**config.mk**
```make
export PLATFORM = sky130hd
export DESIGN_NAME = tinyalu_cmd_sequencer_flat
export DESIGN_NICKNAME = d
export VERILOG_FILES = /design/src/rtl/tinyalu_cmd_sequencer_if.sv /design/src/rtl/tinyalu_cmd_sequencer.sv /design/src/flat_wrapper.sv
export SDC_FILE = /design/constraint.sdc
export NUM_CORES = 1
export LEC_CHECK = 0
export ABC_AREA = 1
export CORE_MARGIN = 4
export CORE_UTILIZATION = 50
export DETAILED_ROUTE_END_ITERATION = 6
export MAX_ROUTING_LAYER = met4
export PLACE_DENSITY = 0.72
export REMOVE_ABC_BUFFERS = 1
export SYNTH_ARGS = -nofsm -noshare
export SYNTH_HDL_FRONTEND = slang
export SYNTH_SLANG_ARGS = --single-unit
```
**constraint.sdc**
```tcl
create_clock -name clk -period 3 [get_ports clk]
set_clock_uncertainty 0.05 [all_clocks]
set_input_delay 0.75 -clock clk [delete_from_list [all_inputs] [get_ports clk]]
set_output_delay 0.75 -clock clk [all_outputs]
set_load 0.05 [all_outputs]
```
**src/rtl/tinyalu_cmd_sequencer_if.sv**
```systemverilog
// Signal bundle between a command source/response sink plus tinyALU pins and the sequencer.
// The sequencer takes the slave view; the environment driving it takes the master view.
interface tinyalu_cmd_sequencer_if #(
  parameter int DEPTH = 4
) ();
  localparam int LW = $clog2(DEPTH + 1);

  // Both streams use plain valid/ready: a transfer happens on any clock edge where
  // valid and ready are both 1; the producer holds valid and payload steady until then.
  logic          cmd_valid;
  logic          cmd_ready;
  logic [2:0]    cmd_op;
  logic [7:0]    cmd_a;
  logic [7:0]    cmd_b;
  logic [7:0]    cmd_c;

  logic          alu_start;
  logic [2:0]    alu_op;
  logic [7:0]    alu_a;
  logic [7:0]    alu_b;
  logic [7:0]    alu_c;
  logic          alu_done;
  logic [15:0]   alu_result;

  logic          rsp_valid;
  logic          rsp_ready;
  logic [15:0]   rsp_result;
  logic [2:0]    rsp_op;
  logic [1:0]    rsp_status;

  logic [LW-1:0] fifo_level;
  logic [1:0]    dbg_state;

  modport slave (
    input  cmd_valid, cmd_op, cmd_a, cmd_b, cmd_c,
    input  alu_done, alu_result, rsp_ready,
    output cmd_ready,
    output alu_start, alu_op, alu_a, alu_b, alu_c,
    output rsp_valid, rsp_result, rsp_op, rsp_status,
    output fifo_level, dbg_state
  );

  modport master (
    output cmd_valid, cmd_op, cmd_a, cmd_b, cmd_c,
    output alu_done, alu_result, rsp_ready,
    input  cmd_ready,
    input  alu_start, alu_op, alu_a, alu_b, alu_c,
    input  rsp_valid, rsp_result, rsp_op, rsp_status,
    input  fifo_level, dbg_state
  );
endinterface

```
**src/rtl/tinyalu_cmd_sequencer.sv**
```systemverilog
// Buffers ALU commands in a FIFO, drives the tinyALU start/done protocol one command at a
// time with a done-watchdog, and returns each result (or error status) on a response stream.
module tinyalu_cmd_sequencer #(
  parameter int DEPTH   = 4,
  parameter int TIMEOUT = 255
) (
  input  logic                    clk,
  input  logic                    reset,
  tinyalu_cmd_sequencer_if.slave  bus
);
  localparam int AW = $clog2(DEPTH);
  localparam int LW = $clog2(DEPTH + 1);

  typedef enum logic [1:0] {
    S_IDLE = 2'd0,
    S_NOP  = 2'd1,
    S_WAIT = 2'd2,
    S_RESP = 2'd3
  } state_t;

  typedef struct packed {
    logic [2:0] op;
    logic [7:0] a;
    logic [7:0] b;
    logic [7:0] c;
  } cmd_t;

  localparam logic [2:0] OP_NOP     = 3'b000;
  localparam logic [2:0] OP_ILLEGAL = 3'b111;

  cmd_t          mem [DEPTH];
  logic [AW-1:0] wr_ptr;
  logic [AW-1:0] rd_ptr;
  logic [LW-1:0] level;
  logic          full;
  logic          empty;
  logic          push;
  logic          pop;
  cmd_t          head;
  cmd_t          incoming;

  state_t        state;
  logic [15:0]   wd_cnt;

  assign full          = (level == LW'(DEPTH));
  assign empty         = (level == '0);
  assign bus.cmd_ready = !full && !reset;
  assign push          = bus.cmd_valid && bus.cmd_ready;
  assign pop           = (state == S_IDLE) && !empty;
  assign head          = mem[rd_ptr];
  assign incoming      = '{op: bus.cmd_op, a: bus.cmd_a, b: bus.cmd_b, c: bus.cmd_c};

  assign bus.fifo_level = level;
  assign bus.dbg_state  = state;

  // Storage needs no reset: occupancy is tracked by level and the pointers alone.
  always_ff @(posedge clk) begin
    if (push) begin
      mem[wr_ptr] <= incoming;
    end
  end

  always_ff @(posedge clk) begin
    if (reset) begin
      wr_ptr <= '0;
      rd_ptr <= '0;
      level  <= '0;
    end else begin
      if (push) wr_ptr <= wr_ptr + AW'(1);
      if (pop)  rd_ptr <= rd_ptr + AW'(1);
      case ({push, pop})
        2'b10:   level <= level + LW'(1);
        2'b01:   level <= level - LW'(1);
        default: level <= level;
      endcase
    end
  end

  always_ff @(posedge clk) begin
    if (reset) begin
      state          <= S_IDLE;
      wd_cnt         <= '0;
      bus.alu_start  <= 1'b0;
      bus.alu_op     <= '0;
      bus.alu_a      <= '0;
      bus.alu_b      <= '0;
      bus.alu_c      <= '0;
      bus.rsp_valid  <= 1'b0;
      bus.rsp_result <= '0;
      bus.rsp_op     <= '0;
      bus.rsp_status <= '0;
    end else begin
      case (state)
        S_IDLE: begin
          if (!empty) begin
            bus.alu_op <= head.op;
            bus.alu_a  <= head.a;
            bus.alu_b  <= head.b;
            bus.alu_c  <= head.c;
            wd_cnt     <= '0;
            case (head.op)
              OP_NOP: begin
                bus.alu_start <= 1'b1;
                state         <= S_NOP;
              end
              OP_ILLEGAL: begin
                bus.rsp_valid  <= 1'b1;
                bus.rsp_op     <= head.op;
                bus.rsp_status <= 2'b10;
                bus.rsp_result <= '0;
                state          <= S_RESP;
              end
              default: begin
                bus.alu_start <= 1'b1;
                state         <= S_WAIT;
              end
            endcase
          end
        end
        S_NOP: begin
          bus.alu_start <= 1'b0;
          state         <= S_IDLE;
        end
        S_WAIT: begin
          // A done arriving on the last watchdog cycle still counts as success.
          if (bus.alu_done) begin
            bus.alu_start  <= 1'b0;
            bus.rsp_valid  <= 1'b1;
            bus.rsp_op     <= bus.alu_op;
            bus.rsp_result <= bus.alu_result;
            bus.rsp_status <= 2'b00;
            state          <= S_RESP;
          end else if (wd_cnt == 16'(TIMEOUT - 1)) begin
            bus.alu_start  <= 1'b0;
            bus.rsp_valid  <= 1'b1;
            bus.rsp_op     <= bus.alu_op;
            bus.rsp_result <= '0;
            bus.rsp_status <= 2'b01;
            state          <= S_RESP;
          end else begin
            wd_cnt <= wd_cnt + 16'd1;
          end
        end
        S_RESP: begin
          if (bus.rsp_valid && bus.rsp_ready) begin
            bus.rsp_valid <= 1'b0;
            state         <= S_IDLE;
          end
        end
        default: state <= S_IDLE;
      endcase
    end
  end
endmodule

```
**src/flat_wrapper.sv**
```systemverilog
// flat-port wrapper written by rule: the top's interface ports become plain ports
module tinyalu_cmd_sequencer_flat 
#(
  parameter int DEPTH   = 4,
  parameter int TIMEOUT = 255
)
  (clk, reset, bus_cmd_valid, bus_cmd_op, bus_cmd_a, bus_cmd_b, bus_cmd_c, bus_alu_done, bus_alu_result, bus_rsp_ready, bus_cmd_ready, bus_alu_start, bus_alu_op, bus_alu_a, bus_alu_b, bus_alu_c, bus_rsp_valid, bus_rsp_result, bus_rsp_op, bus_rsp_status, bus_fifo_level, bus_dbg_state);
  tinyalu_cmd_sequencer_if #(.DEPTH(DEPTH)) bus_i ();
  input  logic clk;
  input  logic reset;
  input wire logic [$bits(bus_i.cmd_valid)-1:0] bus_cmd_valid;
  input wire logic [$bits(bus_i.cmd_op)-1:0] bus_cmd_op;
  input wire logic [$bits(bus_i.cmd_a)-1:0] bus_cmd_a;
  input wire logic [$bits(bus_i.cmd_b)-1:0] bus_cmd_b;
  input wire logic [$bits(bus_i.cmd_c)-1:0] bus_cmd_c;
  input wire logic [$bits(bus_i.alu_done)-1:0] bus_alu_done;
  input wire logic [$bits(bus_i.alu_result)-1:0] bus_alu_result;
  input wire logic [$bits(bus_i.rsp_ready)-1:0] bus_rsp_ready;
  output wire logic [$bits(bus_i.cmd_ready)-1:0] bus_cmd_ready;
  output wire logic [$bits(bus_i.alu_start)-1:0] bus_alu_start;
  output wire logic [$bits(bus_i.alu_op)-1:0] bus_alu_op;
  output wire logic [$bits(bus_i.alu_a)-1:0] bus_alu_a;
  output wire logic [$bits(bus_i.alu_b)-1:0] bus_alu_b;
  output wire logic [$bits(bus_i.alu_c)-1:0] bus_alu_c;
  output wire logic [$bits(bus_i.rsp_valid)-1:0] bus_rsp_valid;
  output wire logic [$bits(bus_i.rsp_result)-1:0] bus_rsp_result;
  output wire logic [$bits(bus_i.rsp_op)-1:0] bus_rsp_op;
  output wire logic [$bits(bus_i.rsp_status)-1:0] bus_rsp_status;
  output wire logic [$bits(bus_i.fifo_level)-1:0] bus_fifo_level;
  output wire logic [$bits(bus_i.dbg_state)-1:0] bus_dbg_state;
  assign bus_i.cmd_valid = bus_cmd_valid;
  assign bus_i.cmd_op = bus_cmd_op;
  assign bus_i.cmd_a = bus_cmd_a;
  assign bus_i.cmd_b = bus_cmd_b;
  assign bus_i.cmd_c = bus_cmd_c;
  assign bus_i.alu_done = bus_alu_done;
  assign bus_i.alu_result = bus_alu_result;
  assign bus_i.rsp_ready = bus_rsp_ready;
  assign bus_cmd_ready = bus_i.cmd_ready;
  assign bus_alu_start = bus_i.alu_start;
  assign bus_alu_op = bus_i.alu_op;
  assign bus_alu_a = bus_i.alu_a;
  assign bus_alu_b = bus_i.alu_b;
  assign bus_alu_c = bus_i.alu_c;
  assign bus_rsp_valid = bus_i.rsp_valid;
  assign bus_rsp_result = bus_i.rsp_result;
  assign bus_rsp_op = bus_i.rsp_op;
  assign bus_rsp_status = bus_i.rsp_status;
  assign bus_fifo_level = bus_i.fifo_level;
  assign bus_dbg_state = bus_i.dbg_state;
  tinyalu_cmd_sequencer #(.DEPTH(DEPTH), .TIMEOUT(TIMEOUT)) u_core (.clk(clk), .reset(reset), .bus(bus_i));
endmodule
```
=== Yosys cells after proc, flatten, opt, wreduce, memory -nomap -nowiden ===
Memories as Yosys holds them, arrays and structs flattened. A register that Yosys moved wholly into a read port is not among the register bits.
Index checks and enable logic that the tools add are counted.

* Add/sub/neg operators: 5
* Equal/unequal tests: 15
* Muxes and demuxes: 41
* Bitwise logic cells: 1
* Reductions and logical operators: 20

{| class="wikitable"
|+ Operators with widths
! operator !! count
|-
| 16-bit 2-to-1 mux || 7
|-
| 16-bit case mux with 2 select lines || 2
|-
| 2-bit 2-to-1 mux || 10
|-
| 16-bit by 1-bit adder with 16-bit output (second input constant) || 1
|-
| 16-bit by 8-bit equality test with 1-bit output (second input constant) || 1
|-
| 3-bit 2-to-1 mux || 4
|-
| 3-bit case mux with 2 select lines || 2
|-
| 4-bit AND reduction || 3
|-
| 1-bit 2-to-1 mux || 11
|-
| 2-bit inequality test (second input constant) || 5
|-
| 2-bit case mux with 2 select lines || 2
|-
| 2-bit case mux with 4 select lines || 1
|-
| 2-bit equality test (second input constant) || 3
|-
| 3-bit equality test (second input constant) || 2
|-
| 3-bit logical NOT || 2
|-
| 1-bit case mux with 3 select lines || 2
|-
| 3-bit nonzero test || 2
|-
| 5-bit AND reduction || 1
|-
| 2-bit by 1-bit adder with 2-bit output (second input constant) || 2
|-
| 2-bit by 1-bit equality test with 1-bit output (second input constant) || 2
|-
| 1-bit logical AND || 4
|-
| 2-bit nonzero test || 2
|-
| 3-bit by 1-bit adder with 3-bit output (second input constant) || 1
|-
| 1-bit logical NOT || 3
|-
| 7 further kinds || 7
|}

* Bits in registers: 75
* Bits in writable memories: 108
* Input port bits: 48
* Output and inout port bits: 56
* Word-level logic and storage cells: 97
* Memories kept: 1

{| class="wikitable"
|+ Memory list
! name !! words !! width !! rd ports !! clocked after memory_dff !! wr ports !! line !! RTL
|-
| u_core.mem || 4 || 27 || 1 || 1 || 1 || tinyalu_cmd_sequencer.sv:31 || <nowiki>cmd_t mem [DEPTH];</nowiki>
|}

=== Logic depth before layout (Yosys ltp) ===
* Word-level depth: 6
* Gate-level depth with buffers: 13
* Mapped depth without buffers: 12

=== Worst setup path before layout ===
No wires, ideal clock.

* Path type: flip-flop to flip-flop
* Start: register u_core.level[1] (netlist: u_core.bus.fifo_level[1])
* End: memory u_core.mem[0][0] (netlist name) (enable)
* Library setup time: 0.411 ns
* Arrival: 3.410 ns
* Data required time: 2.539 ns
* Path slack: -0.871 ns
* Cell stages (with the launch flop): 5
* Path buffers: 0
* Clock period less this slack: 3.871 ns
* Cells stage by stage: dfxtp_1 > inv_1 > a31oi_1 > nand2_1 > nor2_1

* Longest elaborated chain between the ends: 6

{| class="wikitable"
|+ Ends and longest elaborated chain
! what !! line !! RTL
|-
| start: declaration || tinyalu_cmd_sequencer.sv:34 || <nowiki>logic [LW-1:0] level;</nowiki>
|-
| start signal: assignment || tinyalu_cmd_sequencer.sv:72 || <nowiki>2'b10: level <= level + LW'(1);</nowiki>
|-
| start signal: assignment || tinyalu_cmd_sequencer.sv:73 || <nowiki>2'b01: level <= level - LW'(1);</nowiki>
|-
| start signal: assignment || tinyalu_cmd_sequencer.sv:74 || <nowiki>default: level <= level;</nowiki>
|-
| 3-bit equality test || tinyalu_cmd_sequencer.sv:45 || <nowiki>assign full = (level == LW'(DEPTH));</nowiki>
|-
| 1-bit logical NOT || tinyalu_cmd_sequencer.sv:47 || <nowiki>assign bus.cmd_ready = !full && !reset;</nowiki>
|-
| 1-bit logical AND || tinyalu_cmd_sequencer.sv:47 ||
|-
| net bus_cmd_ready || flat_wrapper.sv:19 || <nowiki>output wire logic [$bits(bus_i.cmd_ready)-1:0] bus_cmd_ready;</nowiki>
|-
| 1-bit logical AND || tinyalu_cmd_sequencer.sv:48 || <nowiki>assign push = bus.cmd_valid && bus.cmd_ready;</nowiki>
|-
| 1-bit 2-to-1 mux || tinyalu_cmd_sequencer.sv:58 || <nowiki>if (push) begin</nowiki>
|-
| 1-bit 2-to-1 mux (not written as such) || tinyalu_cmd_sequencer.sv:59 || <nowiki>mem[wr_ptr] <= incoming;</nowiki>
|-
| end: declaration || tinyalu_cmd_sequencer.sv:31 ||
|}

The timed path passes the listed nets, and every way through them passes these cells.

=== Worst setup path after layout ===
* Start: input reset
* End: output bus_cmd_ready

* Longest elaborated chain between the ends: 2

{| class="wikitable"
|+ Ends and longest elaborated chain
! what !! line !! RTL
|-
| start: declaration || flat_wrapper.sv:10 || <nowiki>input logic reset;</nowiki>
|-
| 1-bit logical NOT || tinyalu_cmd_sequencer.sv:47 ||
|-
| 1-bit logical AND || tinyalu_cmd_sequencer.sv:47 ||
|-
| end: declaration || flat_wrapper.sv:19 ||
|}

No other way between the ends.

==> impl_metrics.env <==
export IMPL_clock_sinks=185
export IMPL_vias_per_cell=5.10
export IMPL_crit_type="input port to output port"
export IMPL_async_flop_share_pct=0
export IMPL_ios=104
export IMPL_dp_hpwl_mm=10.7
export IMPL_power_uw=9450
export IMPL_dpl_worst_slack_ns=0.313
export IMPL_first_pass_iters=7
export IMPL_cts_tree="done"
export IMPL_hold_viol_final=0
export IMPL_die_w_um=133
export IMPL_status="complete, no violations"
export IMPL_yosys_warnings=0
export IMPL_ir_worst_vdd_mv=0.473
export IMPL_drt_initial_drc_count=458
export IMPL_dp_cells=1103
export IMPL_worstSkewPairLatency_ns=0.43
export IMPL_final_common_cell="nor2_1"
export IMPL_worstPathRequired_ns=2.20
export IMPL_drt_wl_total_mm=16.6
export IMPL_die_h_um=133
export IMPL_worst_slew_pin_slew_ns=0.677
export IMPL_period_share_pct=84.4
export IMPL_synth_area_per_cell_um2=9.32
export IMPL_final_setup_worst_slack_ns=0.468
export IMPL_grt_usage_pct=19.8
export IMPL_slew_viol_final=0
export IMPL_stdcell_count=1135
export IMPL_io_buffers=103
export IMPL_power_per_cell_area_mw_per_mm2=984
export IMPL_critPathLaunchType="input port"
export IMPL_hp_class="flip-flop to flip-flop"
export IMPL_cts_resized=0
export IMPL_power_leakage_uw=0.00363
export IMPL_cp_end_kind="output port"
export IMPL_grt_max_degree=59
export IMPL_synth_enable_flop_cells=108
export IMPL_drive_above_1_share_pct=8.24
export IMPL_ys_flop_type="edfxtp_1"
export IMPL_cts_buffer_depth=2
export IMPL_grt_pass1_wl_mm=27.4
export IMPL_cts_buffers=17
export IMPL_rsz0062_at_grt="no"
export IMPL_layout_common_cells="162 x nor2_1, 127 x nand2_1, 108 x edfxtp_1"
export IMPL_maxClockFrequency_ghz=0.395
export IMPL_fin_crit_ns=2.53
export IMPL_wl_per_cell_um=14.7
export IMPL_setup_violations_final=0
export IMPL_via_count=5788
export IMPL_fin_nets=994
export IMPL_maxCapViolations=0
export IMPL_final_core_utilization_pct=63.2
export IMPL_initial_utilization_pct=51.0
export IMPL_diodes=0
export IMPL_drc=0
export IMPL_synth_seq_area_share_pct=61.7
export IMPL_synth_cell_area_mm2=0.00775
export IMPL_routabilityCongestion=0.872
export IMPL_path_clk_slew_ns=0.06
export IMPL_die_area_mm2=0.0176
export IMPL_fillers=1259
export IMPL_core_area_mm2=0.0152
export IMPL_arrival_ns=1.73
export IMPL_htree_levels=4
export IMPL_grt_antenna_before_repair=0
export IMPL_antenna_left=0
export IMPL_syn_inst=832
export IMPL_overflow=0
export IMPL_relSlewSlack_pct=54.8
export IMPL_grt_pass1_vias=5459
export IMPL_hold_buffers=0
export IMPL_synth_cell_types=29
export IMPL_worstPathMaxFanout=2
export IMPL_placementRows=45
export IMPL_synth_seq_cells=185
export IMPL_postCtsSetupRepairBufs=0
export IMPL_area_growth_pct=23.8
export IMPL_clockRootBuffer="clkbuf_16"
## cells by family (layout without fill, tap and decap cells)
| logic type | count (synthesis) | count (layout) | share of synthesized area (%) |
|---|---|---|---|
| simple gates | 353 | 353 | 18.9 |
| flops | 185 | 185 | 61.7 |
| compound gates | 152 | 152 | 10.2 |
| buf+inv | 127 | 242 | 6.82 |
| fa+ha+maj | 12 | 12 | 2.03 |
| xor+xnor | 3 | 3 | 0.339 |
## state kept, by name (all words and copies together), names as in the netlist, named ones only
name and count:
u_core.bus.alu_a 8, u_core.bus.alu_b 8, u_core.bus.alu_c 8, u_core.bus.alu_op 3, u_core.bus.alu_start 1, u_core.bus.dbg_state 2, u_core.bus.fifo_level 3, u_core.bus.rsp_op 3
u_core.bus.rsp_result 16, u_core.bus.rsp_status 2, u_core.bus.rsp_valid 1, u_core.mem 108, u_core.rd_ptr 2, u_core.wd_cnt 16, u_core.wr_ptr 2
## cell type report
type	instances	area [um2]	share of cell area, %
inverter	88	335	3.49
multi-input combinational	520	2470	25.7
clock buffer	17	425	4.43
tap	188	235	2.45
sequential	185	4790	49.8
clock inverter	15	141	1.47
timing repair buffer	122	1210	12.6
## worst max-delay path, cell delays in order
cell,delay (ns)
clkdlybuf4s50_1,0.43
a31oi_1,0.24
buf_4,0.18
buf_12,0.13
## per-stage QoR
stage / area, um2 / hold slack (ns) / setup TNS (ns)
floorplan: 7560 / 0.390 / -94.41
global placement: 9040 / 0.382 / 0
detailed placement: 9040 / 0.381 / 0
CTS: 9600 / 0.391 / 0
global route: 9600 / 0.419 / 0
finish: 9600 / 0.393 / 0
## cell usage after synthesis, drive strengths merged, types with 2 or more instances
| library cell | number | area share (%) |
|---|---|---|
| a31oi | 25 | 2.0 |
| clkbuf | 20 | 0.97 |
| xor2 | 3 | 0.34 |
| a21oi | 30 | 1.9 |
| inv | 86 | 4.2 |
| nand3 | 24 | 1.8 |
| edfxtp | 108 | 42 |
| o21ai | 96 | 6.2 |
| ha | 11 | 1.8 |
| clkinv | 2 | 0.097 |
| nor3 | 5 | 0.32 |
| dfxtp | 77 | 20 |
| nand2 | 135 | 6.9 |
| nor2 | 166 | 8.0 |
| nand4 | 22 | 1.8 |
| buf | 19 | 1.5 |
## report_power, final
group | switching [uW] | internal [uW] | total [uW]
Sequential | 242 | 3090 | 3330
Combinational | 2740 | 1230 | 3970
Clock | 986 | 1160 | 2150
Total | 3960 | 5480 | 9450
## metal layers
| metal | track usage [%] | share of wire, % | vias to the layer above |
|---|---|---|---|
| met1 | 26.7 | 47 | 2635 |
| li1 | - | - | 2971 |
| met3 | 4.64 | 5.6 | 12 |
| met4 | 4.56 | 1.1 | 0 |
| met5 | - | 0 | - |
| met2 | 30.7 | 46 | 170 |
## worst paths after layout
kind                                 start                        to  slack (ns)  depth (start not counted)
setup / recovery                     reset             bus_cmd_ready        0.47                          4
hold / removal    u_core.bus.rsp_status[1]  u_core.bus.rsp_status[1]        0.39                          2
setup reg to reg   u_core.bus.dbg_state[0]  u_core.bus.fifo_level[2]        0.72                         11
hold reg to reg   u_core.bus.rsp_status[1]  u_core.bus.rsp_status[1]        0.39                          2
Power figures use the tool's default switching activity.
